$ cat src/rtl/nps_inmem_pp.sv
// nps_inmem_pp: ping-pong input memory. The CPU fills one bank while the
// other bank streams a committed frame downstream through a two-stage
// read pipeline (RAM read register, then output register) that honours ri.
module nps_inmem_pp #(
    parameter int DATA_WIDTH = 16,
    parameter int ADR_WIDTH  = 5,
    parameter int DEPTH      = 2**ADR_WIDTH
) (
    input  logic                  clk,
    input  logic                  reset_x,
    input  logic [ADR_WIDTH-1:0]  cpu_adr,
    input  logic [DATA_WIDTH-1:0] cpu_data,
    input  logic                  cpu_wr,
    input  logic [ADR_WIDTH:0]    len,
    input  logic                  set,
    input  logic                  start,
    input  logic                  auto,
    input  logic                  ri,
    output logic                  vo,
    output logic                  fo,
    output logic [DATA_WIDTH-1:0] datao,
    output logic                  busy,
    output logic [1:0]            pend,
    output logic                  err
);

    typedef enum logic [1:0] {
        S_IDLE  = 2'd0,
        S_RUN   = 2'd1,
        S_DRAIN = 2'd2
    } state_t;

    localparam logic [ADR_WIDTH:0] LEN_MAX = (ADR_WIDTH+1)'(DEPTH);
    localparam logic [ADR_WIDTH:0] LEN_ONE = (ADR_WIDTH+1)'(1);

    // Both banks live in one array; the bank bit is the address MSB.
    logic [DATA_WIDTH-1:0] r_mem [2*DEPTH];

    state_t                r_state;
    state_t                w_state_nxt;
    logic                  r_wbank;
    logic                  r_rbank;
    logic [ADR_WIDTH:0]    r_len0;
    logic [ADR_WIDTH:0]    r_len1;
    logic [1:0]            r_pend;
    logic [ADR_WIDTH:0]    r_rd_adr;
    logic                  r_s1_vld;
    logic                  r_s1_last;
    logic [DATA_WIDTH-1:0] r_s1_data;
    logic                  r_vo;
    logic                  r_fo;
    logic [DATA_WIDTH-1:0] r_datao;
    logic                  r_err;

    logic                  w_wr_ok;
    logic                  w_wr_err;
    logic                  w_set_ok;
    logic                  w_set_err;
    logic                  w_start_err;
    logic                  w_accept;
    logic                  w_issue;
    logic                  w_done;
    logic                  w_adv;
    logic                  w_last_rd;
    logic [ADR_WIDTH:0]    w_cur_len;

    // Command qualification: writes and commits need a free bank.
    assign w_wr_ok     = cpu_wr && (r_pend < 2'd2);
    assign w_wr_err    = cpu_wr && (r_pend == 2'd2);
    assign w_set_ok    = set && (r_pend < 2'd2) && (len != '0) && (len <= LEN_MAX);
    assign w_set_err   = set && !w_set_ok;
    assign w_start_err = start && !((r_state == S_IDLE) && (r_pend != 2'd0));

    // The pipeline moves as a whole when the output is empty or transferring.
    assign w_adv     = !r_vo || ri;
    assign w_cur_len = r_rbank ? r_len1 : r_len0;
    assign w_last_rd = (r_rd_adr == (w_cur_len - LEN_ONE));

    // FSM state register.
    always_ff @(posedge clk) begin
        // NOTE: sequential state uses non-blocking assignments so every
        // register samples pre-edge values regardless of block ordering.
        if (reset_x) r_state <= S_IDLE;
        else         r_state <= w_state_nxt;
    end

    // FSM next state and per-cycle strobes.
    always_comb begin
        // NOTE: every output gets a default first so no path infers a latch.
        w_state_nxt = r_state;
        w_accept    = 1'b0;
        w_issue     = 1'b0;
        w_done      = 1'b0;
        case (r_state)
            S_IDLE: begin
                if ((start || auto) && (r_pend != 2'd0)) begin
                    w_accept    = 1'b1;
                    w_state_nxt = S_RUN;
                end
            end
            S_RUN: begin
                if (w_adv) begin
                    w_issue = 1'b1;
                    if (w_last_rd) w_state_nxt = S_DRAIN;
                end
            end
            S_DRAIN: begin
                if (r_vo && r_fo && ri) begin
                    w_done      = 1'b1;
                    w_state_nxt = S_IDLE;
                end
            end
            default: w_state_nxt = S_IDLE;
        endcase
    end

    // Bank pointers, frame lengths and pending-frame count.
    always_ff @(posedge clk) begin
        if (reset_x) begin
            r_wbank <= 1'b0;
            r_rbank <= 1'b0;
            r_len0  <= '0;
            r_len1  <= '0;
            r_pend  <= 2'd0;
        end else begin
            if (w_set_ok) begin
                if (r_wbank) r_len1 <= len;
                else         r_len0 <= len;
                r_wbank <= ~r_wbank;
            end
            if (w_done) r_rbank <= ~r_rbank;
            r_pend <= r_pend + {1'b0, w_set_ok} - {1'b0, w_done};
        end
    end

    // RAM write port (fill bank).
    always_ff @(posedge clk) begin
        // NOTE: the RAM is deliberately not reset; contents survive reset_x
        // and a resettable array would not map onto block RAM.
        if (w_wr_ok) r_mem[{r_wbank, cpu_adr}] <= cpu_data;
    end

    // RAM read port (stream bank) feeding the first pipeline stage.
    always_ff @(posedge clk) begin
        if (w_issue) r_s1_data <= r_mem[{r_rbank, r_rd_adr[ADR_WIDTH-1:0]}];
    end

    // Read address counter and first-stage control.
    always_ff @(posedge clk) begin
        if (reset_x) begin
            r_rd_adr  <= '0;
            r_s1_vld  <= 1'b0;
            r_s1_last <= 1'b0;
        end else begin
            if (w_accept)     r_rd_adr <= '0;
            else if (w_issue) r_rd_adr <= r_rd_adr + LEN_ONE;
            if (w_adv) begin
                r_s1_vld  <= w_issue;
                r_s1_last <= w_issue && w_last_rd;
            end
        end
    end

    // Output register: holds while vo is high and ri is low.
    always_ff @(posedge clk) begin
        if (reset_x) begin
            r_vo    <= 1'b0;
            r_fo    <= 1'b0;
            r_datao <= '0;
        end else if (w_adv) begin
            r_vo <= r_s1_vld;
            r_fo <= r_s1_vld && r_s1_last;
            if (r_s1_vld) r_datao <= r_s1_data;
        end
    end

    // Error pulse: all rejected commands of a cycle merge into one pulse.
    always_ff @(posedge clk) begin
        if (reset_x) r_err <= 1'b0;
        else         r_err <= w_wr_err || w_set_err || w_start_err;
    end

    assign vo    = r_vo;
    assign fo    = r_fo;
    assign datao = r_datao;
    assign busy  = (r_state != S_IDLE);
    assign pend  = r_pend;
    assign err   = r_err;

endmodule

$ cat config.mk
export PLATFORM = sky130hd
export DESIGN_NAME = nps_inmem_pp
export DESIGN_NICKNAME = d
export VERILOG_FILES = /design/src/rtl/nps_inmem_pp.sv
export SDC_FILE = /design/constraint.sdc
export NUM_CORES = 1
export LEC_CHECK = 0
export ABC_AREA = 1
export CAP_MARGIN = 5
export CORE_AREA = 3 3 382 384
export DETAILED_ROUTE_END_ITERATION = 7
export DIE_AREA = 0 0 385 387
export PLACE_DENSITY = 0.52
export RECOVER_POWER = 50
export REMOVE_ABC_BUFFERS = 1
export SYNTH_ARGS = -nofsm -noshare
export SYNTH_HDL_FRONTEND = slang
export SYNTH_SLANG_ARGS = --single-unit
$ cat constraint.sdc
create_clock -name clk -period 3.1 [get_ports clk]
set_clock_uncertainty 0.05 [all_clocks]
set_input_delay 0.465 -clock clk [delete_from_list [all_inputs] [get_ports clk]]
set_output_delay 0.465 -clock clk [all_outputs]
set_load 0.03 [all_outputs]
Word level (Yosys, flattened, before mapping)

Memories as Yosys holds them, arrays and structs flattened. A register that Yosys moved wholly into a read port is not among the register bits.
Cells that the tools add are included.

Bitwise logic cells: 2
Shift operators: 0
Equality and inequality tests: 8
Reduce and logical (&&, ||, !) cells: 29
Add/subtract/negate cells: 4
$lt $le $gt $ge: 2
Mux-type cells: 14
Divide/modulo/power cells: 0
$mul: 0

Operators with widths:

| cell                | count |
|---|---|
| $logic_and 1x1->1   | 13 |
| $mux 1              | 8 |
| $mux 2              | 4 |
| $add 6x1->6 const B | 1 |
| $eq 6x6->1          | 1 |
| $le 6x6->1 const B  | 1 |
| $mux 6              | 1 |
| $ne 2x2->1 const B  | 3 |
| $pmux 2 s3          | 1 |
| $reduce_and 2->1    | 3 |
| $reduce_bool 6->1   | 1 |
| $sub 6x1->6 const B | 1 |
| $eq 2x2->1 const B  | 2 |
| $logic_or 1x1->1    | 4 |
| $reduce_and 4->1    | 1 |
| $reduce_bool 2->1   | 2 |
| $logic_not 1->1     | 3 |
| $add 2x1->2         | 1 |
| $eq 2x1->1 const B  | 1 |
| $logic_not 2->1     | 1 |
| $lt 2x2->1 const B  | 1 |
| $ne 2x1->1 const B  | 1 |
| $not 1->1           | 2 |
| $reduce_or 2->1     | 1 |
| $sub 2x1->2         | 1 |

Bits in writable memories: 1024
Latch bits: 0
Output and inout port bits: 22
Logic and storage cells: 73
Bits in read-only memories: 0
Input bits: 34
Bits in registers: 45
Memories: 1

Memory list:

| name  | depth | bits a word | read ports | clocked after memory_dff | write ports | line | text |
|---|---|---|---|---|---|---|---|
| r_mem | 64    | 16          | 1          | 1                        | 1           | 37   | `logic [DATA_WIDTH-1:0] r_mem [2*DEPTH];` |

Logic depth before layout (Yosys ltp)

Depth after elaboration: 8
Depth in mapped cells: 14
Depth with buffers taken out: 14

Worst setup path before layout

OpenSTA, ideal clock, no wires.

Kind: register to register
From: register r_pend[1] (netlist: pend[1])
To: memory r_mem[48][0] (enable)
Arrival time: 2735 ps
Buffers on the path: 0
Period minus slack after synthesis: 3216 ps
Path slack: -116 ps
Data required time: 2619 ps
Setup time: 431 ps
Stages on the path, launching flop included: 4
Path through: dfxtp_1 nor2_1 nand4_1 nor4_1

Word-level cells in the longest chain between the ends: 4

Ends and longest elaborated chain:

| element                      | line | text |
|---|---|---|
| start, declared              | 45   | `logic [1:0] r_pend;` |
| start signal, assigned       | 132  | `r_pend <= r_pend + {1'b0, w_set_ok} - {1'b0, w_done};` |
| $lt 2x2->1                   | 68   | `assign w_wr_ok = cpu_wr && (r_pend < 2'd2);` |
| $logic_and 1x1->1            | 68   |  |
| $mux 1                       | 140  | `if (w_wr_ok) r_mem[{r_wbank, cpu_adr}] <= cpu_data;` |
| $mux 1 (implied by the code) | 140  |  |
| end, declared                | 37   |  |

Every way passes these cells.

Final worst setup path

From: input cpu_data[1]
To: memory r_mem[55][1], data pin

RTL lines:

| element         | line | text |
|---|---|---|
| start, declared | 12   | `input logic [DATA_WIDTH-1:0] cpu_data,` |

No word-level cell before the write port.

==> key figures <==
Place
  • Weighted congestion reported at the end of routability-driven placement: around 0.88
  • Quantity of I/O buffers inserted on ports: 55
  • Placed wire-length estimate after detailed placement: roughly 75000 um

CTS
  • Buffer levels on the longest clock path: 3
  • CTS tree: done
  • Post CTS Setup Buffer Count: 0
  • Clock slew at reported path FFs: 0.06 ns
  • TritonCTS Buffers: between 100 and 150
  • Post-cts sizing count: 0
  • Hold_buf cts: 1
  • H-tree Lvls: 3
  • Num Clock Sinks: roughly 1100
  • Source-to-sink clock delay at the later pin of the worst-skew pair: between 0.7 and 0.8 ns
  • Clock tree root driver cell: sky130_fd_sc_hd__clkbuf_16

Cells and area
  • Most common cell after layout, fill and taps aside: sky130_fd_sc_hd__edfxtp_1
  • Commonest non-fill, non-tap cells in the layout: sky130_fd_sc_hd__edfxtp_1, sky130_fd_sc_hd__nor2_1, sky130_fd_sc_hd__o21ai_0, sky130_fd_sc_hd__nand2_1, sky130_fd_sc_hd__o22ai_1
  • Area growth, synth to finish: 18.3%
  • Fraction of layout cells with a size suffix above 1: 0.0992
  • Number of inserted filler cells in the final layout: roughly 14000
  • Utilization of the core after routing: 0.353
  • Final Net Count: between 3000 and 4000

Timing
  • Tmin final: ~2.8 ns
  • Final period util: 0.890
  • Post-Route Setup TNS: 0 ns
  • Worst hold margin: 0.245 ns
  • Tightest Pin Transition: 2.20 ns
  • Max-slew headroom at the worst pin: -0.468
  • Max-slew violation count: 550
  • Setup repair after global routing missed its margin: no
  • Fmax: roughly 360 MHz
  • Count of final setup violators: 0
  • Count of endpoints failing hold in the final timing report: 0

Global route
  • Number of global-route vias before repair: ~26000
  • Maximum number of pins on one net before global-route repair: 96
  • GR Util met1: 0.241
  • Met3 routing resource usage after global routing: 0.0265
  • First-pass GRT wire length: between 150000 and 200000 um
  • Layer carrying the most global-route usage: met1
  • Grt total ovfl: 0
  • Total track usage: 0.160
  • Fraction of met2 tracks used by global routing: 0.237
  • Initial antenna violation count: 5

Critical path
  • Critical path class: in -> reg
  • Largest delay share family, worst path: buffers and inverters
  • Setup slack, reg-to-reg: approximately 0.51 ns
  • Logic depth of the worst path, buffers included: 2
  • Crit path DAT: 3.01 ns
  • Max FO, Critical Path: 34
  • Critical path required time: about 3.4 ns
  • Sequence of cells on the critical path: clkbuf_1 -> dlymetal6s4s_1
  • Buf/Inv on CP: 2
  • Critical Path Sink Type: flop
  • Worst stage delay on the critical path: 1.26 ns
  • Critical-path cell with the highest stage delay: sky130_fd_sc_hd__dlymetal6s4s_1
  • Startpoint kind of the worst setup timing path: input port
  • Number of cells traversed by the worst register-to-register path: 8

Flow run
  • Reported max-cap violation count: 15

Drt
  • Drt initial violations: ~3100
  • Number of remaining DRC errors: 0
  • Routed length per instance: ~22 um
  • Total number of vias: about 28000
  • Number of detailed-routing iterations run before antenna repair: 5
  • Antenna Violating Nets Remaining: 0
  • Routed wire length: 122000 um
  • Detail-routed via count per cell: 5.02

Floorplanning
  • Die Ht: between 300 and 400 um
  • Count of pins on the block boundary: 56
  • Die ar.: 149000 um2
  • Core region area: between 100000 and 150000 um2
  • Effective utilization at floorplan: 0.298
  • Row cnt: 139
  • Die width: 385 um

Power and ir drop
  • Power per unit of standard cell area: ~620 nW/um2
  • Sequential power share: 0.521
  • Leak Pwr: between 15 and 20 nW
  • Net load switching power: around 7 mW
  • Max rail drop VDD: between 400 and 500 uV
  • Int Pwr: between 20 and 25 mW
  • Clock group share of total power: 0.413
  • Sw Ratio: 0.228
  • Combinational Power Share: 0.065

Hold path
  • Type of the tightest min-delay check: in -> reg
  • Worst Hold Depth: 1

Logic synthesis
  • Cells after Synth: approximately 3300
  • Syn avg cell area: ~13 um2
  • Share of synthesized area occupied by flip-flops and latches: 0.752
  • Synth warn: 0
  • Count of unique library cells instantiated by Yosys: 28
  • Synthesized area: approximately 43000 um2
  • Area share of the leading cell type in the synthesized netlist: 0.731
  • Cell types with the largest area share after synthesis: sky130_fd_sc_hd__edfxtp_1, sky130_fd_sc_hd__nor2_1, sky130_fd_sc_hd__o21ai_0, sky130_fd_sc_hd__dfxtp_1, sky130_fd_sc_hd__o211ai_1
  • Count of state elements after synthesis: between 1000 and 1500
  • Largest area contributor in the synthesized netlist: sky130_fd_sc_hd__edfxtp_1

Outcome
  • Result of the run: finished, violations left
  • Violated checks: capacitance limit, slew limit
==> final cells by class <==
cell class,count,area [um2],share of cell area
Sequential cell,1085,32100,0.636
Multi-Input combinational cell,1983,9470,0.187
Clock buffer,145,2990,0.0592
Timing Repair Buffer,255,2860,0.0567
Tap cell,1903,2380,0.0471
Clock inverter,63,493,0.00976
Inverter,48,190,0.00376
Antenna cell,2,5.00,0.0000990
==> path summary, 6_finish.rpt <==
check | from | endpoint
setup / recovery | cpu_data[1] | r_mem[55][1]
hold / removal | cpu_data[6] | r_mem[49][6]
setup reg to reg | r_rd_adr[1] | r_s1_data[13]
hold reg to reg | r_s1_last | r_s1_last
==> cells in the mapped netlist, drive strengths merged <==
cell    number
o211ai     114
clkinv       2
buf         92
xor2         4
a31oi        1
o221ai      14
nand2      203
xnor2        2
inv         46
nand3      118
a21oi       49
nor3         2
edfxtp    1040
dfxtp       45
clkbuf     133
o21ai      553
nor2       722
ha           4
nor4         8
o22ai      135
nand4       54
==> layer usage <==
metal | wire [um] | part of all wire
met1 | 56600 | 0.46
met2 | 53800 | 0.44
met3 | 8700 | 0.071
met4 | 3160 | 0.026
met5 | 9 | 0.000074
==> sequential cells by signal, summed over array words and instances, names as in the netlist, 2 cells and up <==
| signal | cells |
|---|---|
| r_state | 2 |
| datao | 16 |
| r_len1 | 6 |
| r_mem | 1024 |
| pend | 2 |
| r_rd_adr | 6 |
| r_s1_data | 16 |
| r_len0 | 6 |
==> through the flow <==
| stage | instances | cell area (um2) | total power [mW] | setup slack (ns) |
|---|---|---|---|---|
| after detailed placement | 5273 | 47200 | 18.6 | 0.460 |
| final | 5484 | 50500 | 31.1 | 0.342 |
| after global routing | 5482 | 50500 | 32.2 | 0.178 |
| after CTS | 5482 | 50700 | 31.4 | 0.463 |
| after global placement | 5273 | 47200 | 18.6 | 0.344 |
| after floorplan | 3116 | 41700 | 17.6 | -16.28 |
==> power groups by stage <==
stage          sequential (mW)  combinational [mW]  clock, mW
2_1_floorplan             16.7               0.907          0
3_3_place_gp              16.5                2.06          0
3_5_place_dp              16.5                2.07          0
4_1_cts                   16.2                2.08       13.1
5_1_grt                   16.2                2.23       13.7
6_report                  16.2                2.03       12.9
==> kinds of logic after synthesis <==
group | after synthesis | synth area share
simple gates | 1107 | 0.105
flops | 1085 | 0.752
compound gates | 866 | 0.113
buf+inv | 273 | 0.0272
xor+xnor | 6 | 0.00123
fa+ha+maj | 4 | 0.00117
Note: power is estimated with default switching activity, not from simulation.
